File: src/rtl/adc_scan_pkg.sv
// Shared types and constants for the ADC scan sequencer and its SPI frame engine.
package adc_scan_pkg;

  typedef enum logic [1:0] {IDLE, GAP, FRAME, LATCH} state_t;
  typedef enum logic [1:0] {CHAN_IL, CHAN_VIN, CHAN_VOUT} chan_t;

  localparam int FRAME_BITS  = 16;
  localparam int RESULT_BITS = 12;
  localparam int ADDR_MSB    = 13;
  localparam int ADDR_LSB    = 11;

  localparam logic [2:0] CH_IL_DEFAULT   = 3'd0;
  localparam logic [2:0] CH_VIN_DEFAULT  = 3'd1;
  localparam logic [2:0] CH_VOUT_DEFAULT = 3'd2;

  function automatic logic [FRAME_BITS-1:0] build_tx_word(input logic [2:0] addr);
    logic [FRAME_BITS-1:0] w;
    w = '0;
    w[ADDR_MSB:ADDR_LSB] = addr;
    return w;
  endfunction

  function automatic chan_t next_chan(input chan_t c);
    case (c)
      CHAN_IL:  return CHAN_VIN;
      CHAN_VIN: return CHAN_VOUT;
      default:  return CHAN_IL;
    endcase
  endfunction

endpackage

File: src/rtl/adc_spi_frame.sv
// One 16-bit SPI frame: SCLK low/high halves of CLK_DIV cycles, din on falling edge,
// dout registered then sampled on rising edge; done is combinational on the final half-period end.
module adc_spi_frame
  import adc_scan_pkg::*;
#(
  parameter int CLK_DIV = 4
) (
  input  logic                   clk,
  input  logic                   reset,
  input  logic                   start,
  input  logic [FRAME_BITS-1:0]  tx_word,
  output logic                   done,
  output logic [RESULT_BITS-1:0] rx_result,
  output logic                   sclk,
  output logic                   din,
  input  logic                   dout
);

  localparam logic [7:0] DIV_RELOAD = 8'(CLK_DIV - 1);
  localparam logic [3:0] BIT_FIRST  = 4'(FRAME_BITS - 1);

  logic                   busy;
  logic                   high_phase;
  logic                   dout_q;
  logic [7:0]             div_cnt;
  logic [3:0]             bit_idx;
  logic [FRAME_BITS-1:0]  tx_q;
  logic [RESULT_BITS-1:0] rx_shift;

  assign done      = busy && (div_cnt == 8'd0) && high_phase && (bit_idx == 4'd0);
  assign rx_result = rx_shift;

  always_ff @(posedge clk) begin
    if (reset) begin
      busy       <= 1'b0;
      high_phase <= 1'b0;
      div_cnt    <= 8'd0;
      bit_idx    <= 4'd0;
      tx_q       <= '0;
      rx_shift   <= '0;
      sclk       <= 1'b1;
      din        <= 1'b0;
      dout_q     <= 1'b0;
    end else begin
      dout_q <= dout;
      if (start) begin
        busy       <= 1'b1;
        high_phase <= 1'b0;
        div_cnt    <= DIV_RELOAD;
        bit_idx    <= BIT_FIRST;
        tx_q       <= tx_word;
        sclk       <= 1'b0;
        din        <= tx_word[FRAME_BITS-1];
      end else if (busy) begin
        if (div_cnt != 8'd0) begin
          div_cnt <= div_cnt - 8'd1;
        end else if (!high_phase) begin
          high_phase <= 1'b1;
          div_cnt    <= DIV_RELOAD;
          sclk       <= 1'b1;
          rx_shift   <= {rx_shift[RESULT_BITS-2:0], dout_q};
        end else if (bit_idx == 4'd0) begin
          // Last high half done: SCLK simply stays at its idle-high level.
          busy <= 1'b0;
        end else begin
          high_phase <= 1'b0;
          div_cnt    <= DIV_RELOAD;
          bit_idx    <= bit_idx - 4'd1;
          sclk       <= 1'b0;
          din        <= tx_q[bit_idx - 4'd1];
        end
      end
    end
  end

endmodule

File: src/rtl/adc_scan_sequencer.sv
// Round-robin IL/VIN/VOUT ADC scanner; results update 1 clk after adc_cs_n rises.
// Each frame returns data for the address sent in the previous frame, so the first frame after IDLE is dropped.
module adc_scan_sequencer
  import adc_scan_pkg::*;
#(
  parameter int         CLK_DIV    = 4,
  parameter int         GAP_CYCLES = 8,
  parameter logic [2:0] CH_IL      = CH_IL_DEFAULT,
  parameter logic [2:0] CH_VIN     = CH_VIN_DEFAULT,
  parameter logic [2:0] CH_VOUT    = CH_VOUT_DEFAULT
) (
  input  logic        clk,
  input  logic        reset,
  input  logic        enable,
  output logic        adc_cs_n,
  output logic        adc_sclk,
  output logic        adc_din,
  input  logic        adc_dout,
  output logic [9:0]  il_adc,
  output logic [11:0] vin_adc,
  output logic [11:0] vout_adc,
  output logic [2:0]  sample_valid
);

  localparam logic [7:0] GAP_LAST = 8'(GAP_CYCLES - 1);

  state_t                 state;
  chan_t                  send_chan;
  chan_t                  data_chan;
  logic                   pipe_valid;
  logic [7:0]             gap_cnt;
  logic                   frame_start;
  logic                   frame_done;
  logic [2:0]             send_addr;
  logic [FRAME_BITS-1:0]  tx_word;
  logic [RESULT_BITS-1:0] rx_result;

  always_comb begin
    case (send_chan)
      CHAN_VIN:  send_addr = CH_VIN;
      CHAN_VOUT: send_addr = CH_VOUT;
      default:   send_addr = CH_IL;
    endcase
  end

  assign tx_word     = build_tx_word(send_addr);
  assign frame_start = (state == GAP) && (gap_cnt == GAP_LAST);

  adc_spi_frame #(
    .CLK_DIV (CLK_DIV)
  ) u_frame (
    .clk       (clk),
    .reset     (reset),
    .start     (frame_start),
    .tx_word   (tx_word),
    .done      (frame_done),
    .rx_result (rx_result),
    .sclk      (adc_sclk),
    .din       (adc_din),
    .dout      (adc_dout)
  );

  always_ff @(posedge clk) begin
    if (reset) begin
      state        <= IDLE;
      adc_cs_n     <= 1'b1;
      gap_cnt      <= 8'd0;
      pipe_valid   <= 1'b0;
      send_chan    <= CHAN_IL;
      data_chan    <= CHAN_IL;
      il_adc       <= '0;
      vin_adc      <= '0;
      vout_adc     <= '0;
      sample_valid <= '0;
    end else begin
      sample_valid <= '0;
      case (state)
        IDLE: begin
          pipe_valid <= 1'b0;
          send_chan  <= CHAN_IL;
          gap_cnt    <= 8'd0;
          if (enable) state <= GAP;
        end
        GAP: begin
          if (frame_start) begin
            state    <= FRAME;
            adc_cs_n <= 1'b0;
          end else begin
            gap_cnt <= gap_cnt + 8'd1;
          end
        end
        FRAME: begin
          if (frame_done) begin
            state    <= LATCH;
            adc_cs_n <= 1'b1;
          end
        end
        LATCH: begin
          if (pipe_valid) begin
            case (data_chan)
              CHAN_IL: begin
                il_adc       <= rx_result[RESULT_BITS-1:2];
                sample_valid <= 3'b001;
              end
              CHAN_VIN: begin
                vin_adc      <= rx_result;
                sample_valid <= 3'b010;
              end
              CHAN_VOUT: begin
                vout_adc     <= rx_result;
                sample_valid <= 3'b100;
              end
              default: ;
            endcase
          end
          pipe_valid <= 1'b1;
          data_chan  <= send_chan;
          send_chan  <= next_chan(send_chan);
          gap_cnt    <= 8'd0;
          state      <= enable ? GAP : IDLE;
        end
        default: state <= IDLE;
      endcase
    end
  end

endmodule
File: config.mk
export PLATFORM = sky130hd
export DESIGN_NAME = adc_scan_sequencer
export DESIGN_NICKNAME = d
export VERILOG_FILES = /design/src/rtl/adc_scan_pkg.sv /design/src/rtl/adc_spi_frame.sv /design/src/rtl/adc_scan_sequencer.sv
export SDC_FILE = /design/constraint.sdc
export NUM_CORES = 1
export LEC_CHECK = 0
export CELL_PAD_IN_SITES_DETAIL_PLACEMENT = 1
export CELL_PAD_IN_SITES_GLOBAL_PLACEMENT = 1
export CORE_MARGIN = 3
export CORE_UTILIZATION = 47
export CTS_CLUSTER_DIAMETER = 200
export DETAILED_ROUTE_END_ITERATION = 12
export DONT_BUFFER_PORTS = 1
export PLACE_DENSITY = 0.87
export SLEW_MARGIN = 20
export SYNTH_ARGS = -nofsm -noshare
export SYNTH_HDL_FRONTEND = slang
export SYNTH_SLANG_ARGS = --single-unit
File: constraint.sdc
create_clock -name clk -period 2.29 [get_ports clk]
set_input_delay 0.229 -clock clk [delete_from_list [all_inputs] [get_ports clk]]
set_output_delay 0.229 -clock clk [all_outputs]
set_load 0.03 [all_outputs]
==> run summary <==
Number of remaining DRC errors: 0
Post-synthesis cell count: 400
Final cell count without fillers: 508
I/O pin total: 44
Routed Antenna Nets: 0
DP Cell Count: 491
Final #Nets: 421
Predominant post-synthesis flop cell: dfxtp_1
Post-synth cell types: 50
FF-to-FF path depth: 6
Antenna cells: 0
Most frequent cell after synthesis: nand2_1
DRT Pass-1 Iters: 5
Fin util: 0.5586
Root buffer cell: clkbuf_8
DRT Wirelength: 9367 µm
Register area share after synthesis: 0.4828
Final Hold Vio Count: 0
Ys async rst share: 0
Fin area: 0.003900 mm²
Worst setup margin: 0.1980 ns
Max Fclk: 478.0 MHz
Synthesis-stage register bit count: 84
Status: finished, final reports clean
Proportion of layout cells with a drive suffix above 1: 0.09709
Actual slew at the worst max-slew pin: 0.6522 ns
CP Launch Type: flip-flop
Minimum clock period: 2.092 ns
CP Capture Type: flip-flop
Worst Skew: 0.01161 ns
Die X: 92.09 µm
Overall Global Routing Usage: 0.2325
Clock buffer depth: 2
Worst EP required: 2.56 ns
Place WS: 0.2418 ns
Sink Count: 84
DRT iter0 DRCs: 105
Syn_nets: 414
Kind of critical path: reg2reg
Most frequent cells after synthesis: nand2_1 (94), dfxtp_1 (84), a21oi_1 (52)
Worst-path fanout max: 10
Max Slew Vio Count: 0
RSZ-0062 raised after global routing: false
Die H: 92.09 µm
DPL Wire Length: 5971 µm
CTS tree: yes
Static leakage: 1.303 nW
Die area: 0.008481 mm²
Ys Warns: 0
Top cell type's share of synthesized area: 0.4828
Row cnt: 30
Vias in the first global route: 3087
Via density: 5.811
GRT Max-Usage Layer: met2
Tot Pwr: 3.102 mW
Cell area after synthesis: 0.003483 mm²
Initial Util: 0.4989
DR WL/cell: 18.44 µm
Worst-Skew Late Latency: 0.36 ns
Buffers on Ports: 0
HP Class: in2reg
Routability congestion estimate: 0.8696
Setup TNS: 0 ns
Met2 Usage GRT: 0.3984
Post-synthesis area per instance: 8.708 µm²
Synth top area cells: dfxtp_1 (48%), nand2_1 (10%), a21oi_1 (7.5%), mux2i_1 (4.6%), ha_1 (3.6%)
Pwr dens: 795.5 mW/mm²
Cell count of the worst hold path: 1
Met1 Usage GRT: 0.2853
Critical path arrival: 2.36 ns
Postcts setup bufs: 0
Crit share post-route: 0.9136
CTS H-tree lvls: 3
Grt met3 use: 0.04922
Num CTS Buffers: 9
Maximum vdd ir drop: 466.8 µV
Rel. slew slack: 0.5648
Antenna violations before repair: 0
Final setup violation count: 0
Area after DPL: 0.003630 mm²
Max-cap viol count: 0
Global-route wire length before repair: 15710 µm
Core ar.: 0.006982 mm²
Total grt overflow: 0
Syn-to-layout area delta: 11.96%
Post-synth EDFFs: 0
Area leader, netlist: dfxtp_1
Via Count: 2952
WHS: 0.02984 ns
CTS clk-pin slew, worst paths: 0.09 ns
Pin count of the biggest net entering global routing: 58
flip-flops by register name, indices dropped and copies added (netlist names):
| register | count |
|---|---|
| u_frame.sclk | 1 |
| vin_adc | 12 |
| u_frame.din | 1 |
| adc_cs_n | 1 |
| u_frame.div_cnt | 8 |
| gap_cnt | 8 |
| sample_valid | 3 |
| data_chan | 2 |
| u_frame.rx_result | 12 |
| u_frame.dout_q | 1 |
| u_frame.bit_idx | 4 |
| state | 2 |
| u_frame.busy | 1 |
| il_adc | 10 |
| vout_adc | 12 |
| send_chan | 2 |
| pipe_valid | 1 |
| u_frame.tx_q | 2 |
| u_frame.high_phase | 1 |
power by group:
group | internal (mW) | total (mW) | leakage, nW | switching, mW
Clock | 0.654 | 1.23 | 0.113 | 0.577
Sequential | 1.48 | 1.51 | 0.677 | 0.0309
Combinational | 0.136 | 0.358 | 0.513 | 0.223
Total | 2.27 | 3.10 | 1.30 | 0.831
per-layer routing:
layer | part of all wire | wire (µm) | up-vias
met5 | 0 | 0 | -
met4 | 0.015 | 137 | 0
met3 | 0.052 | 489 | 13
met2 | 0.50 | 4682 | 57
met1 | 0.43 | 4057 | 1467
li1 | - | - | 1415
placed cells by master, fill, tap and decap left out, drive strengths merged, types with 3 or more instances in the layout:
cell type / n
nand3: 8
or3: 7
or4: 3
a31oi: 4
buf: 14
nor3: 9
inv: 13
and3: 3
xnor2: 3
a311oi: 5
dfxtp: 84
clkbuf: 10
nand3b: 4
nand2b: 3
nor2: 14
nor3b: 5
ha: 10
nand2: 94
a21oi: 52
xor2: 3
mux2i: 16
o21ai: 13
critical path, cell delays in order, from the launching register on:
cell	delay (ns)
dfxtp_1	0.35
inv_1	0.13
ha_1	0.18
nor3b_2	0.37
nand3_4	0.19
or4_1	0.55
a211oi_1	0.24
area by class of cell:
cell class,instances,area (µm²)
Sequential cell,84,1682
Clock inverter,6,93.84
Tap cell,96,120.1
Multi-Input combinational cell,287,1700
Inverter,11,41.29
Fill cell,829,3082
Clock buffer,10,137.6
Timing Repair Buffer,14,125.1
path summary, 6_finish.rpt:
check                                  start  slack, ns                            end
min                                 adc_dout       0.03      u_frame.dout_q$_SDFF_PP0_
max reg2reg  u_frame.div_cnt[0]$_SDFFE_PP0P_       0.20       u_frame.din$_SDFFE_PP0P_
min reg2reg    u_frame.tx_q[11]$_SDFFE_PP0P_       0.46  u_frame.tx_q[11]$_SDFFE_PP0P_
max          u_frame.div_cnt[0]$_SDFFE_PP0P_       0.20       u_frame.din$_SDFFE_PP0P_
cells by family (layout without fill, tap and decap cells):
family          Yosys count  count (layout)  share of synthesized area
compound gates           88              88                     0.1469
simple gates            167             167                     0.2410
flops                    84              84                     0.4828
xor+xnor                  6               6                    0.01509
buf+inv                  29              41                    0.03233
fa+ha+maj                10              10                    0.03592
mux                      16              16                    0.04598
timing repair:
action	in CTS	in global routing
endpoints found under the setup margin	0	2
hold endpoints to repair	57	0
hold buffers	1	0
gates resized for setup	0	2
Power figures use the tool's default switching activity.
